`src/rtl/pe_pkg.sv`:
```
// Shared widths, psum range limits and the saturating/wrapping add used by the PE.
package pe_pkg;

    localparam int DATA_IN_BW_DEF     = 8;
    localparam int WEIGHT_BW_DEF      = 8;
    localparam int PARTIAL_SUM_BW_DEF = 19;

    typedef struct packed {
        logic        ovf;
        logic [63:0] val;
    } sat_res_t;

    function automatic logic signed [63:0] psum_max(input int bw);
        return (64'sd1 <<< (bw - 1)) - 64'sd1;
    endfunction

    function automatic logic signed [63:0] psum_min(input int bw);
        return -(64'sd1 <<< (bw - 1));
    endfunction

    // Operands arrive sign-extended to 64 bits; val holds the result, valid in its low bw bits.
    function automatic sat_res_t sat_add(input logic signed [63:0] a,
                                         input logic signed [63:0] b,
                                         input int                 bw,
                                         input logic               sat);
        logic signed [63:0] full;
        logic signed [63:0] hi_lim;
        logic signed [63:0] lo_lim;
        logic signed [63:0] wrapped;
        sat_res_t           r;
        full    = a + b;
        hi_lim  = psum_max(bw);
        lo_lim  = psum_min(bw);
        wrapped = (full <<< (64 - bw)) >>> (64 - bw);
        r.ovf   = (full > hi_lim) || (full < lo_lim);
        if (!r.ovf)            r.val = full;
        else if (!sat)         r.val = wrapped;
        else if (full > hi_lim) r.val = hi_lim;
        else                   r.val = lo_lim;
        return r;
    endfunction

endpackage

```
`src/rtl/pe_dbuf_sat_if.sv`:
```
// Data, psum and weight-chain signals of one PE; master drives the PE, slave is the PE.
interface pe_dbuf_sat_if #(
    parameter int DATA_IN_BW     = 8,
    parameter int WEIGHT_BW      = 8,
    parameter int PARTIAL_SUM_BW = 19
);
    logic                      is_signed;
    logic                      din_valid;
    logic [DATA_IN_BW-1:0]     DIN;
    logic                      psum_in_valid;
    logic [PARTIAL_SUM_BW-1:0] PSUM_IN;
    logic                      w_shift_en;
    logic [WEIGHT_BW-1:0]      W_IN;
    logic                      w_swap;
    logic                      ovf_clr;
    logic [DATA_IN_BW-1:0]     DF_COL;
    logic                      df_col_valid;
    logic [WEIGHT_BW-1:0]      W_OUT;
    logic [PARTIAL_SUM_BW-1:0] PSUM_OUT;
    logic                      psum_out_valid;
    logic                      ovf;

    modport master (
        output is_signed, din_valid, DIN, psum_in_valid, PSUM_IN,
               w_shift_en, W_IN, w_swap, ovf_clr,
        input  DF_COL, df_col_valid, W_OUT, PSUM_OUT, psum_out_valid, ovf
    );

    modport slave (
        input  is_signed, din_valid, DIN, psum_in_valid, PSUM_IN,
               w_shift_en, W_IN, w_swap, ovf_clr,
        output DF_COL, df_col_valid, W_OUT, PSUM_OUT, psum_out_valid, ovf
    );
endinterface

```
`src/rtl/pe_weight_dbuf.sv`:
```
// Double-buffered weight: shadow shifts down the column chain, active is loaded from shadow on swap.
// Latency 1 cycle for both shift and swap; a same-edge shift+swap moves the pre-edge shadow into active.
module pe_weight_dbuf #(
    parameter int WEIGHT_BW = 8
) (
    input  logic                 clk,
    input  logic                 rstn,
    input  logic                 shift_en,
    input  logic                 swap,
    input  logic [WEIGHT_BW-1:0] w_in,
    output logic [WEIGHT_BW-1:0] w_shadow,
    output logic [WEIGHT_BW-1:0] w_active
);

  always_ff @(posedge clk or negedge rstn) begin
    if (!rstn) begin
      w_shadow <= '0;
      w_active <= '0;
    end else begin
      if (swap)     w_active <= w_shadow;
      if (shift_en) w_shadow <= w_in;
    end
  end

endmodule

```
`src/rtl/pe_dbuf_sat.sv`:
```
// Weight-stationary systolic PE with double-buffered weight and saturating/wrapping accumulate.
// Latency 1 cycle DIN/PSUM_IN->outputs; no backpressure, validity tags ride alongside the data.
module pe_dbuf_sat
  import pe_pkg::*;
#(
    parameter int DATA_IN_BW     = DATA_IN_BW_DEF,
    parameter int WEIGHT_BW      = WEIGHT_BW_DEF,
    parameter int PARTIAL_SUM_BW = PARTIAL_SUM_BW_DEF,
    parameter int SATURATE       = 1
) (
    input logic         clk,
    input logic         rstn,
    pe_dbuf_sat_if.slave io
);

  localparam int DX_W   = DATA_IN_BW + 1;
  localparam int WX_W   = WEIGHT_BW + 1;
  localparam int PROD_W = DX_W + WX_W;

  logic [WEIGHT_BW-1:0] w_shadow;
  logic [WEIGHT_BW-1:0] w_active;

  pe_weight_dbuf #(.WEIGHT_BW(WEIGHT_BW)) u_wbuf (
      .clk     (clk),
      .rstn    (rstn),
      .shift_en(io.w_shift_en),
      .swap    (io.w_swap),
      .w_in    (io.W_IN),
      .w_shadow(w_shadow),
      .w_active(w_active)
  );

  logic signed [DX_W-1:0]   din_x;
  logic signed [WX_W-1:0]   w_x;
  logic signed [PROD_W-1:0] mul;
  logic signed [PROD_W-1:0] prod;
  logic signed [63:0]       psum_in_x;
  logic signed [63:0]       prod_x;
  sat_res_t                 res;
  logic [63-PARTIAL_SUM_BW:0] res_hi_unused;

  // One extra bit per operand lets a single signed multiplier serve both modes.
  assign din_x = signed'({io.is_signed & io.DIN[DATA_IN_BW-1], io.DIN});
  assign w_x   = signed'({io.is_signed & w_active[WEIGHT_BW-1], w_active});
  assign mul   = din_x * w_x;
  assign prod  = io.din_valid ? mul : '0;

  assign psum_in_x = {{(64 - PARTIAL_SUM_BW){io.PSUM_IN[PARTIAL_SUM_BW-1]}}, io.PSUM_IN};
  assign prod_x    = {{(64 - PROD_W){prod[PROD_W-1]}}, prod};
  assign res       = sat_add(psum_in_x, prod_x, PARTIAL_SUM_BW, SATURATE != 0);
  assign res_hi_unused = res.val[63:PARTIAL_SUM_BW];

  logic [DATA_IN_BW-1:0]     df_col_q;
  logic                      df_col_valid_q;
  logic [PARTIAL_SUM_BW-1:0] psum_out_q;
  logic                      psum_out_valid_q;
  logic                      ovf_q;

  always_ff @(posedge clk or negedge rstn) begin
    if (!rstn) begin
      df_col_q         <= '0;
      df_col_valid_q   <= 1'b0;
      psum_out_q       <= '0;
      psum_out_valid_q <= 1'b0;
      ovf_q            <= 1'b0;
    end else begin
      if (io.din_valid) df_col_q <= io.DIN;
      df_col_valid_q   <= io.din_valid;
      psum_out_q       <= res.val[PARTIAL_SUM_BW-1:0];
      psum_out_valid_q <= io.psum_in_valid;
      // Only overflows on a tagged psum count; set beats a same-cycle clear.
      if (io.psum_in_valid && res.ovf) ovf_q <= 1'b1;
      else if (io.ovf_clr)             ovf_q <= 1'b0;
    end
  end

  assign io.DF_COL         = df_col_q;
  assign io.df_col_valid   = df_col_valid_q;
  assign io.W_OUT          = w_shadow;
  assign io.PSUM_OUT       = psum_out_q;
  assign io.psum_out_valid = psum_out_valid_q;
  assign io.ovf            = ovf_q;

endmodule
```
`src/flat_wrapper.sv`:
```
// flat-port wrapper written by rule: the top's interface ports become plain ports
module pe_dbuf_sat_flat import pe_pkg::*;
#(
    parameter int DATA_IN_BW     = DATA_IN_BW_DEF,
    parameter int WEIGHT_BW      = WEIGHT_BW_DEF,
    parameter int PARTIAL_SUM_BW = PARTIAL_SUM_BW_DEF,
    parameter int SATURATE       = 1
)
  (clk, rstn, io_is_signed, io_din_valid, io_DIN, io_psum_in_valid, io_PSUM_IN, io_w_shift_en, io_W_IN, io_w_swap, io_ovf_clr, io_DF_COL, io_df_col_valid, io_W_OUT, io_PSUM_OUT, io_psum_out_valid, io_ovf);
  pe_dbuf_sat_if #(.DATA_IN_BW(DATA_IN_BW), .WEIGHT_BW(WEIGHT_BW), .PARTIAL_SUM_BW(PARTIAL_SUM_BW)) io_i ();
  input logic clk;
  input logic rstn;
  input wire logic [$bits(io_i.is_signed)-1:0] io_is_signed;
  input wire logic [$bits(io_i.din_valid)-1:0] io_din_valid;
  input wire logic [$bits(io_i.DIN)-1:0] io_DIN;
  input wire logic [$bits(io_i.psum_in_valid)-1:0] io_psum_in_valid;
  input wire logic [$bits(io_i.PSUM_IN)-1:0] io_PSUM_IN;
  input wire logic [$bits(io_i.w_shift_en)-1:0] io_w_shift_en;
  input wire logic [$bits(io_i.W_IN)-1:0] io_W_IN;
  input wire logic [$bits(io_i.w_swap)-1:0] io_w_swap;
  input wire logic [$bits(io_i.ovf_clr)-1:0] io_ovf_clr;
  output wire logic [$bits(io_i.DF_COL)-1:0] io_DF_COL;
  output wire logic [$bits(io_i.df_col_valid)-1:0] io_df_col_valid;
  output wire logic [$bits(io_i.W_OUT)-1:0] io_W_OUT;
  output wire logic [$bits(io_i.PSUM_OUT)-1:0] io_PSUM_OUT;
  output wire logic [$bits(io_i.psum_out_valid)-1:0] io_psum_out_valid;
  output wire logic [$bits(io_i.ovf)-1:0] io_ovf;
  assign io_i.is_signed = io_is_signed;
  assign io_i.din_valid = io_din_valid;
  assign io_i.DIN = io_DIN;
  assign io_i.psum_in_valid = io_psum_in_valid;
  assign io_i.PSUM_IN = io_PSUM_IN;
  assign io_i.w_shift_en = io_w_shift_en;
  assign io_i.W_IN = io_W_IN;
  assign io_i.w_swap = io_w_swap;
  assign io_i.ovf_clr = io_ovf_clr;
  assign io_DF_COL = io_i.DF_COL;
  assign io_df_col_valid = io_i.df_col_valid;
  assign io_W_OUT = io_i.W_OUT;
  assign io_PSUM_OUT = io_i.PSUM_OUT;
  assign io_psum_out_valid = io_i.psum_out_valid;
  assign io_ovf = io_i.ovf;
  pe_dbuf_sat #(.DATA_IN_BW(DATA_IN_BW), .WEIGHT_BW(WEIGHT_BW), .PARTIAL_SUM_BW(PARTIAL_SUM_BW), .SATURATE(SATURATE)) u_core (.clk(clk), .rstn(rstn), .io(io_i));
endmodule
```
`config.mk`:
```
export PLATFORM = sky130hd
export DESIGN_NAME = pe_dbuf_sat_flat
export DESIGN_NICKNAME = d
export VERILOG_FILES = /design/src/rtl/pe_pkg.sv /design/src/rtl/pe_dbuf_sat_if.sv /design/src/rtl/pe_weight_dbuf.sv /design/src/rtl/pe_dbuf_sat.sv /design/src/flat_wrapper.sv
export SDC_FILE = /design/constraint.sdc
export NUM_CORES = 1
export LEC_CHECK = 0
export ABC_AREA = 1
export BUFFER_PORTS_ARGS = -buffer_cell sky130_fd_sc_hd__buf_2
export CORE_ASPECT_RATIO = 0.7
export CORE_UTILIZATION = 53
export CTS_CLUSTER_SIZE = 14
export DETAILED_ROUTE_END_ITERATION = 7
export PLACE_DENSITY = 0.85
export SYNTH_ARGS = -nofsm -noshare
export SYNTH_HDL_FRONTEND = slang
export SYNTH_HIERARCHICAL = 1
export SYNTH_SLANG_ARGS = --single-unit
```
`constraint.sdc`:
```
create_clock -name clk -period 11.9 [get_ports clk]
set_input_delay 2.38 -clock clk [delete_from_list [all_inputs] [get_ports clk]]
set_output_delay 2.38 -clock clk [all_outputs]
set_load 0.05 [all_outputs]
```
# Yosys cells after proc, flatten, opt, wreduce, memory -nomap -nowiden
# Cells that the tools add are included.
# W data, S select, Z words.
[word_totals]
inputBits = 43
output_inout_bits = 38
wordCells = 21
regBits = 46
[classes]
reduce_logical = 3
n_bitwise = 2
order_cmp = 2
n_mul = 1
add_sub_neg = 1
muxes = 5
[op_table]
columns = ["cell", "n"]
rows = [
  ["$mux W19", 2],
  ["$add A19 B18 Y20", 1],
  ["$gt A20 B19 Y1 const B", 1],
  ["$lt A20 B19 Y1 const B", 1],
  ["$mul A9 B9 Y18", 1],
  ["$mux W18", 1],
  ["$and A1 B1 Y1", 2],
  ["$mux W1", 2],
  ["$reduce_bool A2 Y1", 1],
  ["$logic_and A1 B1 Y1", 1],
  ["$logic_or A1 B1 Y1", 1],
]

# Longest topological paths before layout
[depth]
ltp_word = 8
mapped_depth = 36
ltp_nobuf = 35

# By module
# Netlist, hierarchy kept.
[modules_own_cells]
columns = ["module", "seq_area_each_um2", "cells_each", "instances", "area_per_inst_um2"]
rows = [
  ["pe_dbuf_sat", 750.7, 710, 1, 5417.7],
  ["pe_weight_dbuf", 400.4, 68, 1, 610.6],
]

# Worst setup path before layout
# Ideal clock, no wire load.
[synth_timing]
kind = "in2reg"
from = "in io_DIN[7]"
to = "reg u_core.psum_out_q[10] (netlist: u_core/io.PSUM_OUT[10])"
setup_ps = 122
path_slack_ps = 3557
path_stages = 31
required_ps = 11778
arrival_ps = 8221
path_cell_list = "clkbuf_1 > nand2_1 > nor2_1 > inv_1 > fa_1 > inv_1 > fa_1 > fa_1 > fa_1 > inv_1 > fa_1 > inv_1 > ha_1 > a21oi_1 > o21bai_1 > a21oi_1 > o21ai_0 > o21ai_0 > a21oi_1 > ha_1 > nand2_1 > inv_2 > nand2_1 > nand2_1 > a21oi_1 > nand3_2 > nand2_2 > nand2_4 > nor2_8 > buf_6 > o21ai_2"
[synth_rtl]
columns = ["element", "line_no", "text"]
rows = [
  ["start: declaration", "flat_wrapper.sv:15", "input wire logic [$bits(io_i.DIN)-1:0] io_DIN;"],
  ["end signal: assignment", "pe_dbuf_sat.sv:69", "psum_out_q <= res.val[PARTIAL_SUM_BW-1:0];"],
  ["end: declaration", "pe_dbuf_sat.sv:55", "logic [PARTIAL_SUM_BW-1:0] psum_out_q;"],
]

==> flow_summary.json <==
{
  "grt_overflow_total": 0,
  "cts_resized": 0,
  "period_needed_ns": 8.682,
  "worstSetupEndpointType": "flop",
  "drt_iter0_drc": 371,
  "r2r-end": "u_core/io.PSUM_OUT[15]",
  "synth.top_cells.by_area": "fa_1 24%, dfrtp_1 19%, nand2_1 15%, ha_1 12%, inv_1 9.9%",
  "synth.top_cell.area_share": 0.2358,
  "netlist_area_um2": 6028,
  "dieArea_um2": 11810,
  "numCtsBuffers": 5,
  "ios": 81,
  "cellPowerDensity_nw_per_um2": 269.2,
  "drc_errors": 0,
  "p_leak_nw": 4.009,
  "hpwl_um": 11150,
  "drt_pass1_iterations": 5,
  "grt_pass1_wl_um": 23910,
  "status": "finished clean",
  "crit_start": "io_DIN[7]",
  "synth-seq-area-share": 0.1910,
  "rsz0062_at_grt": "no",
  "h-tree-depth": 2,
  "syn-instance-count": 778,
  "start_kind": "input pin",
  "postRouteWirelength_um": 13900,
  "relSlewSlack": 0.3323,
  "via_per_inst": 5.047,
  "ff2ff_path_depth": 28,
  "crit_end": "u_core/io.PSUM_OUT[15]",
  "max_stage_delay_ns": 0.58,
  "crit_buf_inv": 6,
  "placementRows": 32,
  "peakVddDrop_v": 0.0001961,
  "worstHoldStart": "u_core/io.DF_COL[3]",
  "grt_antenna_before_repair": 0,
  "cts_setup_buffers": 0,
  "layout-drive-gt1-share": 0.1518,
  "cp_top_family": "adder cells",
  "rrSetupSlack_ns": 4.69,
  "place.gp.congestion": 0.8945,
  "crit_arrival_ns": 8.85,
  "setup-tns-final_ns": 0,
  "die_h_um": 91.23,
  "insertion_delay_ns": 0.29,
  "total_power_mw": 1.795,
  "worstPathRequired_ns": 12.07,
  "fin_skew_ns": 0.006778,
  "tightest_slew_ns": 1.002,
  "fillCellCount": 998,
  "yosys_warnings": 6,
  "diodes": 0,
  "ctsHoldBuffers": 0,
  "crit_type": "in -> reg",
  "path_max_fanout": 12,
  "postRouteAntennaNets": 0,
  "nets": 1013,
  "fmax_ghz": 0.1152,
  "avgSynthCellArea_um2": 7.748,
  "crit_top_cell": "fa_1",
  "drv_cap": 0,
  "core_um2": 11050,
  "area_growth_pct": 10.63,
  "cts_buffer_depth": 2,
  "grt_max_degree": 47,
  "synth_nets": 949,
  "grtUsageTotal": 0.2584,
  "finalCritPeriodShare": 0.7296,
  "vias": 5027,
  "cts-root-buf": "clkbuf_16",
  "r2r-start": "u_core/u_wbuf/w_active[7]",
  "yosys.area.top_type": "fa_1",
  "pre_cts_slack_ns": 3.034,
  "layout_setup_ws_ns": 3.218,
  "hp-class": "reg -> reg",
  "cts_tree": "done",
  "netlist-cell-type-count": 37,
  "grt_pass1_vias": 5034,
  "whs_path_depth": 2,
  "crit_cells": 30,
  "setup_viol": 0,
  "wl_per_cell_um": 13.95,
  "initial_utilization": 0.5455,
  "worst_path_max_delay_cell": "fa_1",
  "slew_viol_final": 0,
  "async_reset_ff_frac": 1.000,
  "hold_viol": 0,
  "port_buffers": 80,
  "cts_num_sinks": 46,
  "clkTransAtPathRegs_ns": 0.07,
  "die_w_um": 129.5,
  "synth_flop_cell": "dfrtp_1",
  "ys_ff_latch": 46,
  "synth-edff-count": 0,
  "holdWs_ns": 0.4667
}
per-layer routing:
layer | part of all wire | GRT usage | routed length, um
met3 | 0.078 | 0.05127 | 1087
met5 | 0 | 0 | 0
met2 | 0.45 | 0.4113 | 6259
met1 | 0.46 | 0.3685 | 6405
met4 | 0.010 | 0.04457 | 144
stage by stage:
| stage | instance area [um2] | std cells | util |
|---|---|---|---|
| floorplan | 6028 | 778 | - |
| global placement | 6500 | 988 | 0.5882 |
| detailed placement | 6500 | 988 | 0.5882 |
| CTS | 6669 | 996 | 0.6035 |
| global route | 6669 | 996 | 0.6035 |
| finish | 6669 | 996 | 0.6035 |
cells in the mapped netlist (2+ instances only):
cell,number
nand2_2,10
inv_2,7
clkbuf_1,18
nor2_1,30
nand2_4,2
fa_1,71
buf_6,3
inv_1,159
xor2_1,9
ha_1,57
nand2_1,234
o21ai_1,3
nand3_1,23
a21o_1,4
a21oi_1,34
a31oi_1,4
xnor2_1,13
o21ai_0,10
nand3b_1,3
nand4_1,3
o21ai_2,11
o21bai_1,4
nor3_1,5
dfrtp_1,46
nand3_2,3
cells by family after synthesis:
group | count (synthesis) | share of synthesized area
flip-flops | 46 | 0.1909
buffers and inverters | 189 | 0.1233
AND/OR/NAND/NOR | 321 | 0.2279
adder cells (fa/ha/maj) | 128 | 0.3541
AO/OA/AOI/OAI | 72 | 0.07181
XOR/XNOR | 22 | 0.03196
worst reg2reg max path, delay by kind of cell (launching register included):
kind                     cells  cell delay (ns)
adder cells (fa/ha/maj)      7             3.41
AND/OR/NAND/NOR              9             1.57
AO/OA/AOI/OAI                8             1.27
flip-flops                   1             0.62
buffers and inverters        4             0.23
final cells by class:
cell class | count | area [um2] | area share
Clock buffer | 5 | 125.1 | 0.01876
Timing Repair Buffer | 80 | 400.4 | 0.06004
Inverter | 166 | 623.1 | 0.09343
Sequential cell | 46 | 1151 | 0.1726
Multi-Input combinational cell | 543 | 4134 | 0.6199
Clock inverter | 3 | 43.79 | 0.006567
Tap cell | 153 | 191.4 | 0.02871
worst min-delay path by stage:
stage / to / slack, ns
4_1_cts: u_core/io.DF_COL[3] / 0.47
5_1_grt: u_core/io.DF_COL[5] / 0.50
3_3_place_gp: u_core/io.DF_COL[3] / 0.45
2_1_floorplan: u_core/u_wbuf/w_active[1] / 0.44
3_5_place_dp: u_core/io.DF_COL[3] / 0.45
6_report: u_core/io.DF_COL[3] / 0.47
power breakdown:
| group | switching [mW] | total, mW | internal (mW) |
|---|---|---|---|
| sequential | 0.0236 | 0.232 | 0.208 |
| clock | 0.0640 | 0.164 | 0.0996 |
| combinational | 0.918 | 1.40 | 0.482 |
| total | 1.01 | 1.80 | 0.789 |
sequential cells by signal, indices dropped and copies added (netlist names):
register and count:
u_core/io.PSUM_OUT 19, u_core/io.DF_COL 8, u_core/u_wbuf/w_active 8, u_core/u_wbuf/w_shadow 8
u_core/io.df_col_valid 1, u_core/io.ovf 1, u_core/io.psum_out_valid 1
placed cells by master (no fill, tap or decap), types with 9 or more instances in the layout:
master | synthesis | routed
o21ai_2 | 11 | 11
nand2_1 | 234 | 234
o21ai_0 | 10 | 10
a21oi_1 | 34 | 34
fa_1 | 71 | 71
ha_1 | 57 | 57
nand2_2 | 10 | 10
dfrtp_1 | 46 | 46
xor2_1 | 9 | 9
buf_2 | 0 | 80
xnor2_1 | 13 | 13
inv_1 | 159 | 159
nand3_1 | 23 | 23
nor2_1 | 30 | 30
No activity file was read; power rests on OpenSTA's default activity.
